==> src/rtl/ifetch.sv <==
`default_nettype none
// +--------------------------------------------------------------------------+
// | Module      : ifetch                                                     |
// | Description : Instruction fetch unit. Issues one word read at a time and |
// |               buffers returned words in a small queue for the decoder.   |
// |               Optional macro IFETCH_BYPASS_EN forwards an acked word     |
// |               straight to the decoder when the queue is empty.           |
// | Revision    : 1.0 - initial release                                      |
// +--------------------------------------------------------------------------+
module ifetch #(
  parameter logic [31:0] RESET_PC = 32'h8000_0000,
  parameter int          DEPTH    = 2
) (
  input  logic        clock,
  input  logic        reset,
  input  logic        redirect_valid,
  input  logic [31:0] redirect_pc,
  output logic        mem_req,
  output logic [31:0] mem_addr,
  input  logic        mem_ack,
  input  logic [31:0] mem_rdata,
  output logic        inst_valid,
  output logic [31:0] inst,
  output logic [31:0] inst_pc,
  input  logic        inst_ready
);

  localparam int PW = (DEPTH > 1) ? $clog2(DEPTH) : 1;
  localparam int CW = $clog2(DEPTH + 1);
  localparam logic [PW-1:0] c_last_ptr  = PW'(DEPTH - 1);
  localparam logic [CW-1:0] c_depth_cnt = CW'(DEPTH);

  typedef enum logic [1:0] {
    S_IDLE  = 2'd0,
    S_REQ   = 2'd1,
    S_DRAIN = 2'd2
  } state_t;

  state_t        r_state;
  state_t        w_state_next;
  logic [31:0]   r_fetch_pc;
  logic [31:0]   r_drain_addr;
  logic [31:0]   r_data [DEPTH];
  logic [31:0]   r_pc   [DEPTH];
  logic [PW-1:0] r_head;
  logic [PW-1:0] r_tail;
  logic [CW-1:0] r_count;
  logic [CW-1:0] w_count_next;
  logic          w_accept;
  logic          w_bypass;
  logic          w_push;
  logic          w_pop;
  logic          w_slot_left;

  function automatic logic [PW-1:0] f_ptr_inc(input logic [PW-1:0] ptr);
    f_ptr_inc = (ptr == c_last_ptr) ? '0 : ptr + 1'b1;
  endfunction

  // A word is accepted only for a live request; redirect and reset kill it.
  assign w_accept = (r_state == S_REQ) && mem_ack && !redirect_valid && !reset;

`ifdef IFETCH_BYPASS_EN
  assign w_bypass = w_accept && (r_count == '0);
`else
  assign w_bypass = 1'b0;
`endif

  assign w_pop  = (r_count != '0) && inst_ready && !redirect_valid;
  assign w_push = w_accept && !(w_bypass && inst_ready);

  always_comb begin
    w_count_next = r_count;
    if (w_push && !w_pop) begin
      w_count_next = r_count + 1'b1;
    end else if (!w_push && w_pop) begin
      w_count_next = r_count - 1'b1;
    end
  end

  assign w_slot_left = (w_count_next < c_depth_cnt);

  always_comb begin
    w_state_next = r_state;
    case (r_state)
      S_IDLE: begin
        if (redirect_valid || (r_count < c_depth_cnt)) begin
          w_state_next = S_REQ;
        end
      end
      S_REQ: begin
        if (redirect_valid) begin
          w_state_next = mem_ack ? S_REQ : S_DRAIN;
        end else if (mem_ack) begin
          w_state_next = w_slot_left ? S_REQ : S_IDLE;
        end
      end
      S_DRAIN: begin
        if (mem_ack) begin
          w_state_next = S_REQ;
        end
      end
      default: w_state_next = S_IDLE;
    endcase
  end

  // DRAIN keeps presenting the abandoned address while fetch_pc moves on.
  assign mem_req    = (r_state != S_IDLE);
  assign mem_addr   = (r_state == S_DRAIN) ? r_drain_addr : r_fetch_pc;
  assign inst_valid = (r_count != '0) || w_bypass;
  assign inst       = w_bypass ? mem_rdata : r_data[r_head];
  assign inst_pc    = w_bypass ? mem_addr  : r_pc[r_head];

  always_ff @(posedge clock) begin
    if (reset) begin
      r_state      <= S_IDLE;
      r_fetch_pc   <= RESET_PC;
      r_drain_addr <= RESET_PC;
      r_head       <= '0;
      r_tail       <= '0;
      r_count      <= '0;
    end else begin
      r_state <= w_state_next;
      if (redirect_valid) begin
        r_fetch_pc <= redirect_pc & ~32'd3;
        r_tail     <= r_head;
        r_count    <= '0;
        if (r_state == S_REQ) begin
          r_drain_addr <= r_fetch_pc;
        end
      end else begin
        if (w_accept) begin
          r_fetch_pc <= r_fetch_pc + 32'd4;
        end
        if (w_push) begin
          r_tail <= f_ptr_inc(r_tail);
        end
        if (w_pop) begin
          r_head <= f_ptr_inc(r_head);
        end
        r_count <= w_count_next;
      end
    end
  end

  always_ff @(posedge clock) begin
    if (w_push) begin
      r_data[r_tail] <= mem_rdata;
      r_pc[r_tail]   <= mem_addr;
    end
  end

endmodule
`default_nettype wire

==> config.mk <==
export PLATFORM = sky130hd
export DESIGN_NAME = ifetch
export DESIGN_NICKNAME = d
export VERILOG_FILES = /design/src/rtl/ifetch.sv
export SDC_FILE = /design/constraint.sdc
export NUM_CORES = 1
export LEC_CHECK = 0
export ABC_AREA = 1
export BUFFER_PORTS_ARGS = -buffer_cell sky130_fd_sc_hd__buf_2
export CAP_MARGIN = 20
export CORE_ASPECT_RATIO = 1.25
export CORE_MARGIN = 2
export CORE_UTILIZATION = 50
export DETAILED_ROUTE_END_ITERATION = 7
export PLACE_DENSITY_LB_ADDON = 0.15
export SLEW_MARGIN = 0
export SYNTH_ARGS = -nofsm -noshare
export SYNTH_HDL_FRONTEND = slang
export SYNTH_SLANG_ARGS = --single-unit
export TNS_END_PERCENT = 50
==> constraint.sdc <==
create_clock -name clock -period 3.8 [get_ports clock]
set_clock_uncertainty 0.05 [all_clocks]
set_input_delay 0.38 -clock clock [delete_from_list [all_inputs] [get_ports clock]]
set_output_delay 0.38 -clock clock [all_outputs]
set_load 0.01 [all_outputs]
Yosys cells after proc, flatten, opt, wreduce, memory -nomap -nowiden

Memory sizes are Yosys's and may differ from the RTL's. A register that Yosys moved wholly into a read port is not among the register bits.
Cells that the tools add are included.

Register bits after elaboration: 70
Memories: 2
Memory bits (writable): 128
Output and inout bits: 98
Word-level logic and storage cells: 64

Memories:

| memory | depth | bits a word | rd ports | clocked after memory_dff | write ports | RTL line | source |
|---|---|---|---|---|---|---|---|
| r_data | 2     | 32          | 1        | 1                        | 1           | 43       | `logic [31:0] r_data [DEPTH];` |
| r_pc   | 2     | 32          | 1        | 1                        | 1           | 44       | `logic [31:0] r_pc [DEPTH];` |

Reductions and logical operators: 20
Bitwise gates (word level): 1
Order comparisons: 2
Mux-type cells: 22
Equality and inequality tests: 5
$add $sub $neg: 5

Operator list:

| operator                                                              | number |
|---|---|
| 32-bit two-way mux                                                    | 3 |
| 32-bit by 3-bit adder with 32-bit output, second input constant       | 1 |
| 2-bit two-way mux                                                     | 7 |
| 1-bit two-way mux                                                     | 11 |
| 1-bit logical AND                                                     | 7 |
| 2-bit case mux with 3 select lines                                    | 1 |
| 2-bit nonzero test                                                    | 3 |
| 1-bit logical NOT                                                     | 4 |
| 2-bit less-than comparator, second input constant                     | 2 |
| 2-bit inequality test, second input constant                          | 2 |
| 2-bit AND reduction                                                   | 2 |
| 3-bit inequality test, second input constant                          | 1 |
| 3-bit AND reduction                                                   | 1 |
| 1-bit adder, second input constant                                    | 2 |
| 2-bit by 1-bit adder with 2-bit output, second input constant         | 1 |
| 2-bit by 1-bit equality test with 1-bit output, second input constant | 1 |
| 2-bit equality test, second input constant                            | 1 |
| 2-bit logical NOT                                                     | 1 |
| 2-bit OR reduction                                                    | 1 |
| 2-bit by 1-bit subtractor with 2-bit output, second input constant    | 1 |
| 1-bit logical OR                                                      | 1 |
| 1-bit inverter                                                        | 1 |

Longest topological paths before layout

Gate-level depths: netlist of the first run.

Depth after elaboration: 13
Gate-level depth with buffers: 12
Gate-level depth less buffers: 12

Worst setup path before layout of the first run

OpenSTA, ideal clock, no wires.

Path kind: input to register
Start: in redirect_valid
End: mem r_data[1][0], enable pin
Arrival: 3.524 ns
Setup time: 0.482 ns
Cell stages on the path: 5
Setup slack: -0.256 ns
Path through: buf_6 > nor2_2 > nand3_2 > buf_4 > nor2_1

Cells in the longest elaborated chain, start to end: 5

RTL lines:

| what                                    | RTL line | source |
|---|---|---|
| start, declared                         | 16       | `input logic redirect_valid,` |
| 1-bit logical NOT                       | 60       | `assign w_accept = (r_state == S_REQ) && mem_ack && !redirect_valid && !reset;` |
| 1-bit logical AND (2 in series)         | 60       |  |
| 1-bit two-way mux                       | 146      | `if (w_push) begin` |
| 1-bit two-way mux (implied by the code) | 147      | `r_data[r_tail] <= mem_rdata;` |
| end, declared                           | 43       |  |

No other way between the ends.

Worst setup path in the final report of the first run

Start: reg r_state[1]
End: out mem_addr[26]

Cells in the longest elaborated chain, start to end: 2

RTL lines:

| what                   | RTL line | source |
|---|---|---|
| start, declared        | 39       | `state_t r_state;` |
| start signal, assigned | 122      | `r_state <= w_state_next;` |
| 2-bit equality test    | 108      | `assign mem_addr = (r_state == S_DRAIN) ? r_drain_addr : r_fetch_pc;` |
| 32-bit two-way mux     | 108      |  |
| end, declared          | 19       | `output logic [31:0] mem_addr,` |

No other way between the ends.

==> flow_summary_export.csv, run 1 <==
group,metric,value,unit
outcome,status,"complete, no violations",
clocking,postCtsSetupBuffers,0,
yosys,ys_seq_area_frac,0.606,
worst_setup_path,endpoint_kind,"output pin",
floorplan,core,16300,µm²
floorplan,die_height,149,µm
finish,fillers,1409,
place,finalWeightedCongestion,0.894,
global_routing,antenna_found_initial,0,
yosys,synth_top_area_cell,"edfxtp_1",
clocking,htree_levels,4,
yosys,synth_edf_count,124,
finish,diodes,0,
routing,first_pass_iters,5,
global_routing,overflow,0,
run,drv_cap,0,
timing,setup_slack,1170,ps
power_and_ir_drop,ir_drop,0.000321,V
routing,first_iter_violations,463,
yosys,ys_warn_count,0,
global_routing,first_global_vias,5555,
timing,slew-limit-headroom,0.340,
worst_setup_path,required,3370,ps
worst_hold_path,hold_path.class,"in2reg",
clocking,insertion_delay,430,ps
floorplan,start_util,0.514,
floorplan,ios,167,
clocking,tritoncts,"done",
worst_setup_path,path_class,"reg2out",
yosys,synthTopCellsByCount,"nand2_1, edfxtp_1, o21ai_0, inv_1, dfxtp_1",
worst_setup_path,cp_cell_sequence,"inv_2 > nor2_4 > buf_4 > nand2_1 > o21ai_0 > buf_2",
floorplan,fp-row-count,52,
timing,final_max_slew_viol_count,0,
yosys,synth.avg_cell_area,10.4,µm²
timing,finalSetupTns,0,ps
yosys,ys_seq_elements,191,
yosys,synth.distinct_cells,36,
clocking,clock_path_buffers,2,
routing,routedWlPerCell,15.2,µm
timing,grt_setup_unrepaired,"false",
routing,drcViolationCount,0,
floorplan,fp.dieW,120,µm
clocking,hold_buffers,0,
worst_setup_path,max_stage_delay,460,ps
timing,setup_viol,0,
global_routing,grt_pass1_wl,28.0,mm
yosys,synthCells,805,
timing,period_minus_slack,2630,ps
worst_setup_path,crit_slowest_cell,"nor2_4",
global_routing,grt_max_degree,63,
yosys,synth.area.top_cells,"edfxtp_1, dfxtp_1, mux2_2",
global_routing,track_usage,0.202,
place,portBuffers,160,
routing,num_vias,6046,
routing,route.antenna.remaining_nets,0,
routing,wirelength,18.0,mm
yosys,synthArstFlopShare,0,
timing,hold_viol_final,0,
place,dp_hpwl,12.4,mm
timing,fin_crit_sh,0.692,
routing,drt-vias-per-instance,5.12,
worst_setup_path,cp_max_fo,33,
power_and_ir_drop,p_per_area,444,nW/µm²
place,pre_cts_ws,1200,ps
finish,layout.nets,1027,
clocking,cts-buffers-inserted,17,
power_and_ir_drop,p_leak,3.80,nW
yosys,syn_area,8360,µm²
yosys,synthFlopType,"edfxtp_1",
timing,tightest_slew,989,ps
floorplan,die-area,17800,µm²
timing,fmaxAchievable,380,MHz
clocking,clock_sinks,191,
worst_setup_path,startpoint_type,"flip-flop",
finish,final_area,9910,µm²
worst_setup_path,cp.arrival,2200,ps
finish,area_growth,18.6,%
worst_setup_path,r2r_slack,1580,ps
clocking,path_clk_slew,70,ps
yosys,yosysMostFrequentCell,"nand2_1",
place,dpl_cell_area,9320,µm²
yosys,yosys.area.top_type_share,0.445,
clocking,post_cts_resized,0,
clocking,clockRootBuffer,"clkbuf_16",
finish,drive_above_1_share,0.303,
[stage by stage]
step	instances	util	total power, mW	hold slack, ps
floorplan	808	-	2.53	374
global placement	1151	0.573	2.64	391
detailed placement	1151	0.573	2.65	396
CTS	1182	0.610	4.43	65.6
global route	1182	0.610	4.55	57.1
finish	1182	0.610	4.40	82.2
[where the power goes]
part / internal [mW] / total [mW] / switching [mW]
logic: 0.107 / 0.294 / 0.188
clock network: 0.991 / 1.80 / 0.808
registers: 2.27 / 2.31 / 0.0362
[routing by layer]
layer | routed length (µm) | GRT usage | part of all wire | vias to the layer above
li1 | - | - | - | 3040
met1 | 8030 | 0.266 | 0.45 | 2826
met2 | 8640 | 0.328 | 0.48 | 160
met3 | 957 | 0.0441 | 0.053 | 20
met4 | 330 | 0.0753 | 0.018 | 0
met5 | 0 | 0 | 0 | -
[logic make-up (layout without fill, tap and decap cells)]
| family | Yosys count | count (layout) | synth area share |
|---|---|---|---|
| adders and majority gates | 4 | 4 | 0.00599 |
| AOI/OAI and AO/OA | 162 | 162 | 0.103 |
| and+or+nand+nor | 264 | 264 | 0.135 |
| muxes | 62 | 62 | 0.0835 |
| xor gates and xnor gates | 6 | 6 | 0.00629 |
| DFF | 191 | 191 | 0.606 |
| buffers and inverters | 115 | 273 | 0.0594 |
| other | 1 | 4 | 0.000449 |
[worst max-delay path: cells and delay by family, from the launching register on]
family / cells / cell delay, ps
AO/OA/AOI/OAI: 1 / 200
AND/OR/NAND/NOR: 2 / 530
flip-flops: 1 / 350
buffers and inverters: 3 / 660
[cells in the final DEF, fill, tap and decap left out, types with 6 or more instances in the layout]
| cell | n |
|---|---|
| nand2_1 | 167 |
| buf_2 | 160 |
| edfxtp_1 | 124 |
| o21ai_0 | 87 |
| inv_1 | 72 |
| dfxtp_1 | 66 |
| mux2_2 | 62 |
| a21oi_1 | 55 |
| nor2_1 | 39 |
| nand3_1 | 25 |
| clkbuf_16 | 17 |
| nor2_2 | 12 |
| nor2_4 | 6 |
| nand2_2 | 6 |
| xor2_1 | 6 |
| inv_6 | 6 |
[cell type report]
class	count	area, µm²	share of cell area
clock buffers	17	425	0.0429
clock inverters	14	168	0.0169
inverters	76	285	0.0288
multi-input cells	502	2830	0.285
flip-flops and latches	191	5070	0.511
well taps	216	270	0.0273
repair buffers	166	871	0.0878
[sequential cells by signal (all words and copies together) (netlist names), named ones only]
signal and count:
r_fetch_pc 30, r_data 64, r_pc 60, r_head 1, r_state 2, r_drain_addr 30
r_count 2, r_tail 1
[path summary, 6_finish.rpt]
kind	depth (start not counted)	end	startpoint
hold / removal	1	r_data[1][14]	mem_rdata[14]
setup / recovery	6	mem_addr[26]	r_state[1]
setup reg to reg	5	r_pc[1][20]	r_state[0]
hold reg to reg	2	r_drain_addr[4]	r_drain_addr[4]
Power figures use the tool's default switching activity.
==> run 2: changes to the inputs <==
==> constraint.sdc (replaced) <==
create_clock -name clock -period 2.3 [get_ports clock]
set_clock_uncertainty 0.05 [all_clocks]
set_input_delay 0.23 -clock clock [delete_from_list [all_inputs] [get_ports clock]]
set_output_delay 0.23 -clock clock [all_outputs]
set_load 0.01 [all_outputs]
==> run 2 against run 1 <==
Effect of this change: register-to-register slack worse by 1100 ps; non-clock buffer count grew 46; combinational power increased by 89%; clock-buffer cell count is the same; critical path type unchanged; largest cell class unchanged; highest routed layer unchanged.
==> flow_summary_export.csv, run 2 (synthesized netlist as in run 1, its figures left out) <==
group,metric,value,unit
finish,layout.nets,1073,
routing,first_pass_iters,5,
floorplan,ios,167,
floorplan,fp-row-count,52,
floorplan,die_height,149,µm
worst_setup_path,required,2020,ps
place,finalWeightedCongestion,0.894,
timing,slew-limit-headroom,0.664,
global_routing,antenna_found_initial,0,
timing,period_minus_slack,2010,ps
timing,fmaxAchievable,498,MHz
timing,hold_viol_final,0,
finish,top_register,"r_data",
worst_hold_path,hold_path.class,"in2reg",
global_routing,overflow,0,
finish,largest_reg_flops,64,
clocking,clock_path_buffers,2,
clocking,postCtsSetupBuffers,0,
finish,drive_above_1_share,0.298,
global_routing,grt_pass1_wl,29.3,mm
timing,tightest_slew,499,ps
routing,drcViolationCount,0,
floorplan,core,16300,µm²
timing,finalSetupTns,0,ps
power_and_ir_drop,p_leak,4.00,nW
place,portBuffers,160,
floorplan,start_util,0.514,
clocking,clockRootBuffer,"clkbuf_16",
floorplan,fp.dieW,120,µm
floorplan,die-area,17800,µm²
timing,fin_crit_sh,0.873,
routing,num_vias,6180,
worst_setup_path,startpoint_type,"flip-flop",
global_routing,track_usage,0.213,
finish,final_common_cell,"nand2_1",
clocking,insertion_delay,430,ps
timing,setup_viol,0,
clocking,htree_levels,4,
finish,diodes,0,
outcome,status,"complete, no violations",
worst_setup_path,cp_max_fo,59,
power_and_ir_drop,ir_drop,0.000394,V
finish,layout_common_cells,"nand2_1, buf_2, edfxtp_1",
global_routing,grt_max_degree,63,
finish,area_growth,24.6,%
finish,top_regs,"r_data (64), r_pc (60)",
worst_setup_path,path_class,"reg2out",
clocking,clock_sinks,191,
run,drv_cap,0,
worst_setup_path,cp.arrival,1730,ps
routing,first_iter_violations,467,
routing,route.antenna.remaining_nets,0,
power_and_ir_drop,power.total,7.21,mW
clocking,path_clk_slew,60,ps
timing,final_max_slew_viol_count,0,
clocking,cts-buffers-inserted,17,
routing,wirelength,18.6,mm
global_routing,first_global_vias,5829,
routing,routedWlPerCell,15.1,µm
clocking,tritoncts,"done",
power_and_ir_drop,p_per_area,692,nW/µm²
place,dp_hpwl,13.0,mm
timing,setup_slack,292,ps
worst_setup_path,endpoint_kind,"output pin",
place,pre_cts_ws,338,ps
timing,grt_setup_unrepaired,"false",
routing,drt-vias-per-instance,5.03,
-- run 2: cell count changes in the layout (fill, tap and decap cells not counted), sizes merged --
cell / before / now
clkinvlp: 1 / 4
inv: 85 / 83
clkinv: 2 / 3
buf: 166 / 175
dlygate4sd3: 0 / 37
bufinv: 2 / 1
-- run 2: layer usage --
| layer | track usage | wire length [µm] |
|---|---|---|
| met5 | 0 | 0 |
| met4 | 0.0829 | 385 |
| met3 | 0.0464 | 886 |
| met2 | 0.349 | 9040 |
| met1 | 0.277 | 8250 |
-- run 2: area by class of cell --
cell class / count / area (µm²)
clock inverter: 15 / 146
inverter: 76 / 285
multi-input combinational: 502 / 2830
tap: 216 / 270
timing repair buffer: 212 / 1400
clock buffer: 17 / 425
sequential: 191 / 5070
fill: 1368 / 5850
-- run 2: worst max-delay path, cell delays in order (launching register included) --
cell and delay [ps]:
dfxtp_1 330, inv_2 100, nor2_4 40, buf_12 180, o21ai_0 430, buf_2 230
-- run 2: repair_timing --
action	CTS	global route
hold endpoints to repair	69	0
hold buffers	37	0
resized for setup	0	0
-- run 2: worst paths after layout --
path | end | startpoint | slack [ps] | cells past startpoint
setup / recovery | mem_addr[31] | r_state[1] | 290 | 5
hold / removal | r_fetch_pc[4] | redirect_pc[4] | 30 | 3
setup reg to reg | r_fetch_pc[21] | r_state[0] | 440 | 9
hold reg to reg | r_drain_addr[4] | r_drain_addr[4] | 420 | 2
-- run 2: report_power, final --
part | internal [mW] | leakage (nW) | switching [mW]
registers | 3.75 | 1.67 | 0.0604
clock network | 1.52 | 0.270 | 1.32
logic | 0.232 | 2.06 | 0.324
total | 5.51 | 4.00 | 1.70
-- run 2: metrics by stage --
step	utilization	cell area (µm²)	hold WS (ps)	instances
after detailed placement	0.583	9480	372	1160
after global placement	0.583	9480	367	1160
after floorplan	-	8380	258	808
final	0.641	10400	26.7	1229
after global routing	0.641	10400	24.0	1229
after CTS	0.641	10400	9.45	1229
